===== config.mk =====
export PLATFORM = sky130hd
export DESIGN_NAME = lsu_mem_master
export DESIGN_NICKNAME = d
export VERILOG_FILES = /design/src/rtl/lsu_mem_master.sv
export SDC_FILE = /design/constraint.sdc
export NUM_CORES = 1
export LEC_CHECK = 0
export BUFFER_PORTS_ARGS = -buffer_cell sky130_fd_sc_hd__buf_4
export CAP_MARGIN = 20
export CELL_PAD_IN_SITES_DETAIL_PLACEMENT = 2
export CELL_PAD_IN_SITES_GLOBAL_PLACEMENT = 2
export CORE_MARGIN = 4
export CORE_UTILIZATION = 30
export CTS_BUF_LIST = sky130_fd_sc_hd__clkbuf_2 sky130_fd_sc_hd__clkbuf_4 sky130_fd_sc_hd__clkbuf_8
export DETAILED_ROUTE_END_ITERATION = 6
export HOLD_SLACK_MARGIN = 0.12
export MAX_ROUTING_LAYER = met4
export PLACE_DENSITY = 0.85
export SLEW_MARGIN = 20
export SYNTH_ARGS = -nofsm -noshare
export SYNTH_HDL_FRONTEND = slang
export SYNTH_SLANG_ARGS = --single-unit

===== constraint.sdc =====
create_clock -name clk -period 4.8 [get_ports clk]
set_input_delay 0.24 -clock clk [delete_from_list [all_inputs] [get_ports clk]]
set_output_delay 0.24 -clock clk [all_outputs]
set_load 0.01 [all_outputs]

===== src/rtl/lsu_mem_master.sv =====
// Load/store initiator for a doubleword data-memory port.
// Accepts one access at a time, splits doubleword-crossing accesses into two beats and extends load data.
module lsu_mem_master #(
    parameter bit SPLIT_EN = 1'b1
) (
    input  logic        clk,
    input  logic        rst_n,
    input  logic        req_valid,
    output logic        req_ready,
    input  logic        req_wen,
    input  logic [63:0] req_addr,
    input  logic [63:0] req_wdata,
    input  logic [1:0]  req_size,
    input  logic        req_unsigned,
    output logic        resp_valid,
    input  logic        resp_ready,
    output logic [63:0] resp_rdata,
    output logic        resp_err,
    output logic [63:0] mem_raddr,
    output logic        mem_read,
    input  logic [63:0] mem_rdata,
    output logic [63:0] mem_waddr,
    output logic [63:0] mem_wdata,
    output logic [7:0]  mem_wmask,
    output logic        mem_write
);
    localparam int unsigned XLEN  = 64;
    localparam int unsigned NBYTE = XLEN / 8;

    typedef enum logic [1:0] {IDLE, ACC0, ACC1, RESP} state_t;

    state_t state, state_d;

    logic             wen_q, wen_d, uns_q, uns_d, cross_q, cross_d;
    logic [2:0]       off_q, off_d;
    logic [1:0]       size_q, size_d;
    logic [XLEN-1:0]  base_q, base_d, wdata_q, wdata_d, lo_q, lo_d;

    logic             req_ready_d, resp_valid_d, resp_err_d, mem_read_d, mem_write_d;
    logic [XLEN-1:0]  resp_rdata_d, mem_raddr_d, mem_waddr_d, mem_wdata_d;
    logic [NBYTE-1:0] mem_wmask_d;

    logic [2:0]        src_off;
    logic [1:0]        src_size;
    logic [XLEN-1:0]   src_wdata;
    logic [3:0]        src_nbytes;
    logic              src_cross;
    logic [2*XLEN-1:0] lane_w;
    logic [2*NBYTE-1:0] lane_m;
    logic [2*XLEN-1:0] rd_cat;
    logic [XLEN-1:0]   rd_low, load_val;

    // Lane placement uses the live request in IDLE and the latched one afterwards
    always_comb begin
        src_off    = (state == IDLE) ? req_addr[2:0] : off_q;
        src_size   = (state == IDLE) ? req_size : size_q;
        src_wdata  = (state == IDLE) ? req_wdata : wdata_q;
        src_nbytes = 4'(1) << src_size;
        src_cross  = (4'(src_off) + src_nbytes) > 4'd8;
        lane_w     = {{XLEN{1'b0}}, src_wdata} << {src_off, 3'b000};
        lane_m     = (((2*NBYTE)'(1) << src_nbytes) - (2*NBYTE)'(1)) << src_off;
    end

    // Load extraction: hi beat is the live read in ACC1, zero otherwise
    always_comb begin
        rd_cat = (state == ACC1) ? {mem_rdata, lo_q} : {{XLEN{1'b0}}, mem_rdata};
        rd_low = XLEN'(rd_cat >> {off_q, 3'b000});
        case (size_q)
            2'd0:    load_val = uns_q ? {56'b0, rd_low[7:0]}  : {{56{rd_low[7]}},  rd_low[7:0]};
            2'd1:    load_val = uns_q ? {48'b0, rd_low[15:0]} : {{48{rd_low[15]}}, rd_low[15:0]};
            2'd2:    load_val = uns_q ? {32'b0, rd_low[31:0]} : {{32{rd_low[31]}}, rd_low[31:0]};
            default: load_val = rd_low;
        endcase
    end

    always_comb begin
        state_d      = state;
        wen_d        = wen_q;
        uns_d        = uns_q;
        cross_d      = cross_q;
        off_d        = off_q;
        size_d       = size_q;
        base_d       = base_q;
        wdata_d      = wdata_q;
        lo_d         = lo_q;
        req_ready_d  = 1'b0;
        resp_valid_d = 1'b0;
        resp_err_d   = 1'b0;
        resp_rdata_d = '0;
        mem_read_d   = 1'b0;
        mem_write_d  = 1'b0;
        mem_raddr_d  = '0;
        mem_waddr_d  = '0;
        mem_wdata_d  = '0;
        mem_wmask_d  = '0;
        case (state)
            IDLE: begin
                if (req_valid && req_ready) begin
                    wen_d   = req_wen;
                    uns_d   = req_unsigned;
                    cross_d = src_cross;
                    off_d   = req_addr[2:0];
                    size_d  = req_size;
                    base_d  = {req_addr[XLEN-1:3], 3'b000};
                    wdata_d = req_wdata;
                    if (src_cross && !SPLIT_EN) begin
                        state_d      = RESP;
                        resp_valid_d = 1'b1;
                        resp_err_d   = 1'b1;
                    end else begin
                        state_d = ACC0;
                        if (req_wen) begin
                            mem_write_d = 1'b1;
                            mem_waddr_d = {req_addr[XLEN-1:3], 3'b000};
                            mem_wdata_d = lane_w[XLEN-1:0];
                            mem_wmask_d = lane_m[NBYTE-1:0];
                        end else begin
                            mem_read_d  = 1'b1;
                            mem_raddr_d = {req_addr[XLEN-1:3], 3'b000};
                        end
                    end
                end else begin
                    req_ready_d = 1'b1;
                end
            end
            ACC0: begin
                if (!wen_q) lo_d = mem_rdata;
                if (cross_q) begin
                    state_d = ACC1;
                    if (wen_q) begin
                        mem_write_d = 1'b1;
                        mem_waddr_d = base_q + XLEN'(NBYTE);
                        mem_wdata_d = lane_w[2*XLEN-1:XLEN];
                        mem_wmask_d = lane_m[2*NBYTE-1:NBYTE];
                    end else begin
                        mem_read_d  = 1'b1;
                        mem_raddr_d = base_q + XLEN'(NBYTE);
                    end
                end else begin
                    state_d      = RESP;
                    resp_valid_d = 1'b1;
                    resp_rdata_d = wen_q ? '0 : load_val;
                end
            end
            ACC1: begin
                state_d      = RESP;
                resp_valid_d = 1'b1;
                resp_rdata_d = wen_q ? '0 : load_val;
            end
            RESP: begin
                if (resp_ready) begin
                    state_d     = IDLE;
                    req_ready_d = 1'b1;
                end else begin
                    resp_valid_d = 1'b1;
                    resp_err_d   = resp_err;
                    resp_rdata_d = resp_rdata;
                end
            end
            default: state_d = IDLE;
        endcase
    end

    always_ff @(posedge clk or negedge rst_n) begin
        if (!rst_n) begin
            state      <= IDLE;
            wen_q      <= 1'b0;
            uns_q      <= 1'b0;
            cross_q    <= 1'b0;
            off_q      <= '0;
            size_q     <= '0;
            base_q     <= '0;
            wdata_q    <= '0;
            lo_q       <= '0;
            req_ready  <= 1'b0;
            resp_valid <= 1'b0;
            resp_err   <= 1'b0;
            resp_rdata <= '0;
            mem_read   <= 1'b0;
            mem_write  <= 1'b0;
            mem_raddr  <= '0;
            mem_waddr  <= '0;
            mem_wdata  <= '0;
            mem_wmask  <= '0;
        end else begin
            state      <= state_d;
            wen_q      <= wen_d;
            uns_q      <= uns_d;
            cross_q    <= cross_d;
            off_q      <= off_d;
            size_q     <= size_d;
            base_q     <= base_d;
            wdata_q    <= wdata_d;
            lo_q       <= lo_d;
            req_ready  <= req_ready_d;
            resp_valid <= resp_valid_d;
            resp_err   <= resp_err_d;
            resp_rdata <= resp_rdata_d;
            mem_read   <= mem_read_d;
            mem_write  <= mem_write_d;
            mem_raddr  <= mem_raddr_d;
            mem_waddr  <= mem_waddr_d;
            mem_wdata  <= mem_wdata_d;
            mem_wmask  <= mem_wmask_d;
        end
    end

endmodule


==> qor.yml <==
status:
  status: "completed"
floorplanning:
  die_height_um: 300.4
  fp.dieW_um: 300.4
  die_area_um2: 90230
  row_count: 106
  io_pins: 469
  initial_core_util: 0.3045
  coreArea_um2: 84220
yosys:
  synth_top_family_by_area: "simple AND/OR/NAND/NOR gates"
  synth_edf_count: 0
  ys_seq_elements: 461
  syn_area_um2: 25640
  synthXorXnorAreaFrac: 0.02083
  synth_top_area_share: 0.4498
  synth_top_cell_by_area: "dfrtp_1"
  synth_mux_area_frac: 0.1261
  yosysSeqAreaShare: 0.4498
  yosys-top-cells-count: "nand2_1 (946), dfrtp_1 (461), o21ai_0 (247)"
  synth_cells: 2961
  synth_fa_ha_area_frac: 0.006148
  syn_area_per_cell_um2: 8.661
  yosys.area_share.simple: 0.2076
  ys.flop_type: "dfrtp_1"
  yosysMostFrequentCell: "nand2_1"
  synth.distinct_cells: 67
  synth_warnings: 0
  async_flop_share: 1.000
  synth_compound_area_frac: 0.1484
  synth_area_leaders: "dfrtp_1 (45%), nand2_1 (14%), mux2i_1 (6.0%), o21ai_0 (4.8%), mux2_2 (4.5%)"
worst_hold_path:
  hp-class: "in2async"
pwr:
  p_total_mw: 20.79
  p_per_area_nw_per_um2: 606.9
  peakVddDrop_v: 0.0004699
  p_leak_nw: 16.18
drt:
  routedWlPerCell_um: 29.21
  via_per_inst: 5.680
  route.detailed.drc: 0
  vias: 27122
  wl_mm: 139.5
  ant_nets: 0
  first_pass_iters: 6
  drtIter0Drc: 2103
clock_network:
  cts_root_buffer: "clkbuf_8"
  clkSinkCount: 461
  numCtsBuffers: 92
  clk_pin_slew_worst_paths_ps: 60
  clock_latency_ps: 720
  cts_buffer_depth: 3
  post-cts-setup-buffers: 0
  h-tree-depth: 3
  cts_tree: "done"
global_routing:
  grt_first_pass_wirelength_mm: 204.8
  gr-total-overflow: 0
  antenna_found_initial: 13
  grt_pass1_vias: 30045
  grt_max_degree: 109
  grt_usage: 0.3076
layout:
  drive_gt1_frac: 0.2357
  fillers: 9222
  fin_nets: 3769
  utilization: 0.4067
  regArea_um2: 11540
  multi_input_area_um2: 13200
  area_growth_pct: 33.57
  finalNonFillerCells: 4775
worst_setup_path:
  crit_path_end_kind: "flip-flop"
  rrSetupSlack_ps: 920
  r2r_start: "state[0]"
  r2r-end: "mem_wdata[3]"
  reg2reg_depth: 8
  critPathSlowestCell: "nor3_1"
  max_stage_delay_ps: 780
  worstPathArrival_ps: 4430
  critical_path.cell_chain: "inv_1 > ha_4 > mux2i_4 > buf_4 > nand2_1 > nor3_1 > a222oi_1 > o21ai_0"
  setup.worst_path.start_class: "flip-flop"
  crit_type: "reg2reg"
  cp_max_fo: 61
  worstPathRequired_ps: 5350
timing:
  tightest_slew_ps: 1149
  setup_violations: 0
  slew_violations: 0
  finalCriticalPeriod_ps: 3876
  clock-skew-final_ps: 57.84
  hold_violations: 0
  fmax_mhz: 258.0
  setup_tns_ps: 0
  fin_crit_sh: 0.8075
  relSlewSlack: 0.2314
  finalWorstSetupSlack_ps: 923.9
  rsz0062_at_grt: "no"
placement:
  place.detailed.hpwl_mm: 85.91
  place_congestion: 0.9108
  dp.cells: 4397
  pre_cts_slack_ps: 1124
  portBuffers: 461
flow_run:
  cap_violations: 0
## cells in the final DEF (no fill, tap or decap), types with 20 or more instances in the layout
| cell type | count |
|---|---|
| nand2_1 | 945 |
| buf_4 | 513 |
| dfrtp_1 | 458 |
| o21ai_0 | 247 |
| dlygate4sd3_1 | 200 |
| mux2i_1 | 152 |
| nor2_1 | 140 |
| a21oi_1 | 122 |
| clkbuf_8 | 117 |
| mux2_2 | 103 |
| nand3_1 | 60 |
| xor2_1 | 45 |
| a211oi_1 | 40 |
| a22oi_1 | 34 |
| o211ai_1 | 34 |
| nor2b_1 | 32 |
| clkbuf_4 | 27 |
| nor3_1 | 24 |
| mux4_2 | 23 |
| nand4_1 | 22 |
| o21ai_2 | 20 |
## routing by layer
metal | GRT usage | vias up | routed length, um
met5 | - | - | 0
met4 | 0.1655 | 0 | 9140
met3 | 0.05652 | 456 | 9005
met2 | 0.5044 | 1327 | 67390
met1 | 0.3594 | 13952 | 53910
li1 | - | 11387 | -
## sequential cells by signal, indices dropped and copies added, names as in the netlist
name and count:
state 2, base_q 61, uns_q 1, resp_valid 1, resp_rdata 64, mem_read 1, mem_wmask 8, mem_waddr 61
req_ready 1, mem_wdata 64, off_q 3, mem_raddr 61, wen_q 1, size_q 2, wdata_q 64, mem_write 1
lo_q 64, cross_q 1
## worst max path at each step
stage / startpoint / endpoint / slack [ps]
global route: state[0] / mem_wdata[3] / 780
global placement: state[0] / cross_q / 1350
floorplan: state[0] / cross_q / 1790
detailed placement: state[0] / mem_wdata[3] / 1120
finish: state[0] / mem_wdata[3] / 920
CTS: state[0] / mem_wdata[3] / 1090
## logic make-up after synthesis
kind of cell / Yosys count
xor+xnor: 61
compound gates: 611
other cells: 1
flops: 461
buf+inv: 240
fa+ha+maj: 12
simple gates: 1294
mux: 281
## critical path: cells and delay by family, from the launching register on
family / cells / cell delay (ps)
AOI/OAI and AO/OA: 2 / 460
adders and majority gates: 1 / 580
buffers and inverters: 2 / 880
DFF: 1 / 410
muxes: 1 / 350
and+or+nand+nor: 2 / 1010
## power breakdown
part,switching (mW),internal [mW]
Combinational,6.50,3.44
Clock,2.07,2.67
Sequential,1.17,4.93
Total,9.75,11.0
## metrics by stage
stage | area [um2] | hold WS, ps
final | 34250 | 156.2
after global routing | 34250 | 201.6
after CTS | 34220 | 150.6
after detailed placement | 30160 | 339.9
after global placement | 30150 | 326.0
after floorplan | 25670 | -55.59
## area by class of cell
class,instances,area share
Multi-Input combinational cell,2266,0.3853
Timing Repair Buffer,717,0.1731
Clock inverter,20,0.007232
Tap cell,1134,0.04142
Clock buffer,144,0.05293
Antenna cell,14,0.001023
Inverter,19,0.002082
Sequential cell,461,0.3370
## repair_timing
action	CTS	global route
hold buffers	200	0
hold endpoints to repair	460	0
resized for setup	0	0
Note: power is estimated with default switching activity, not from simulation.
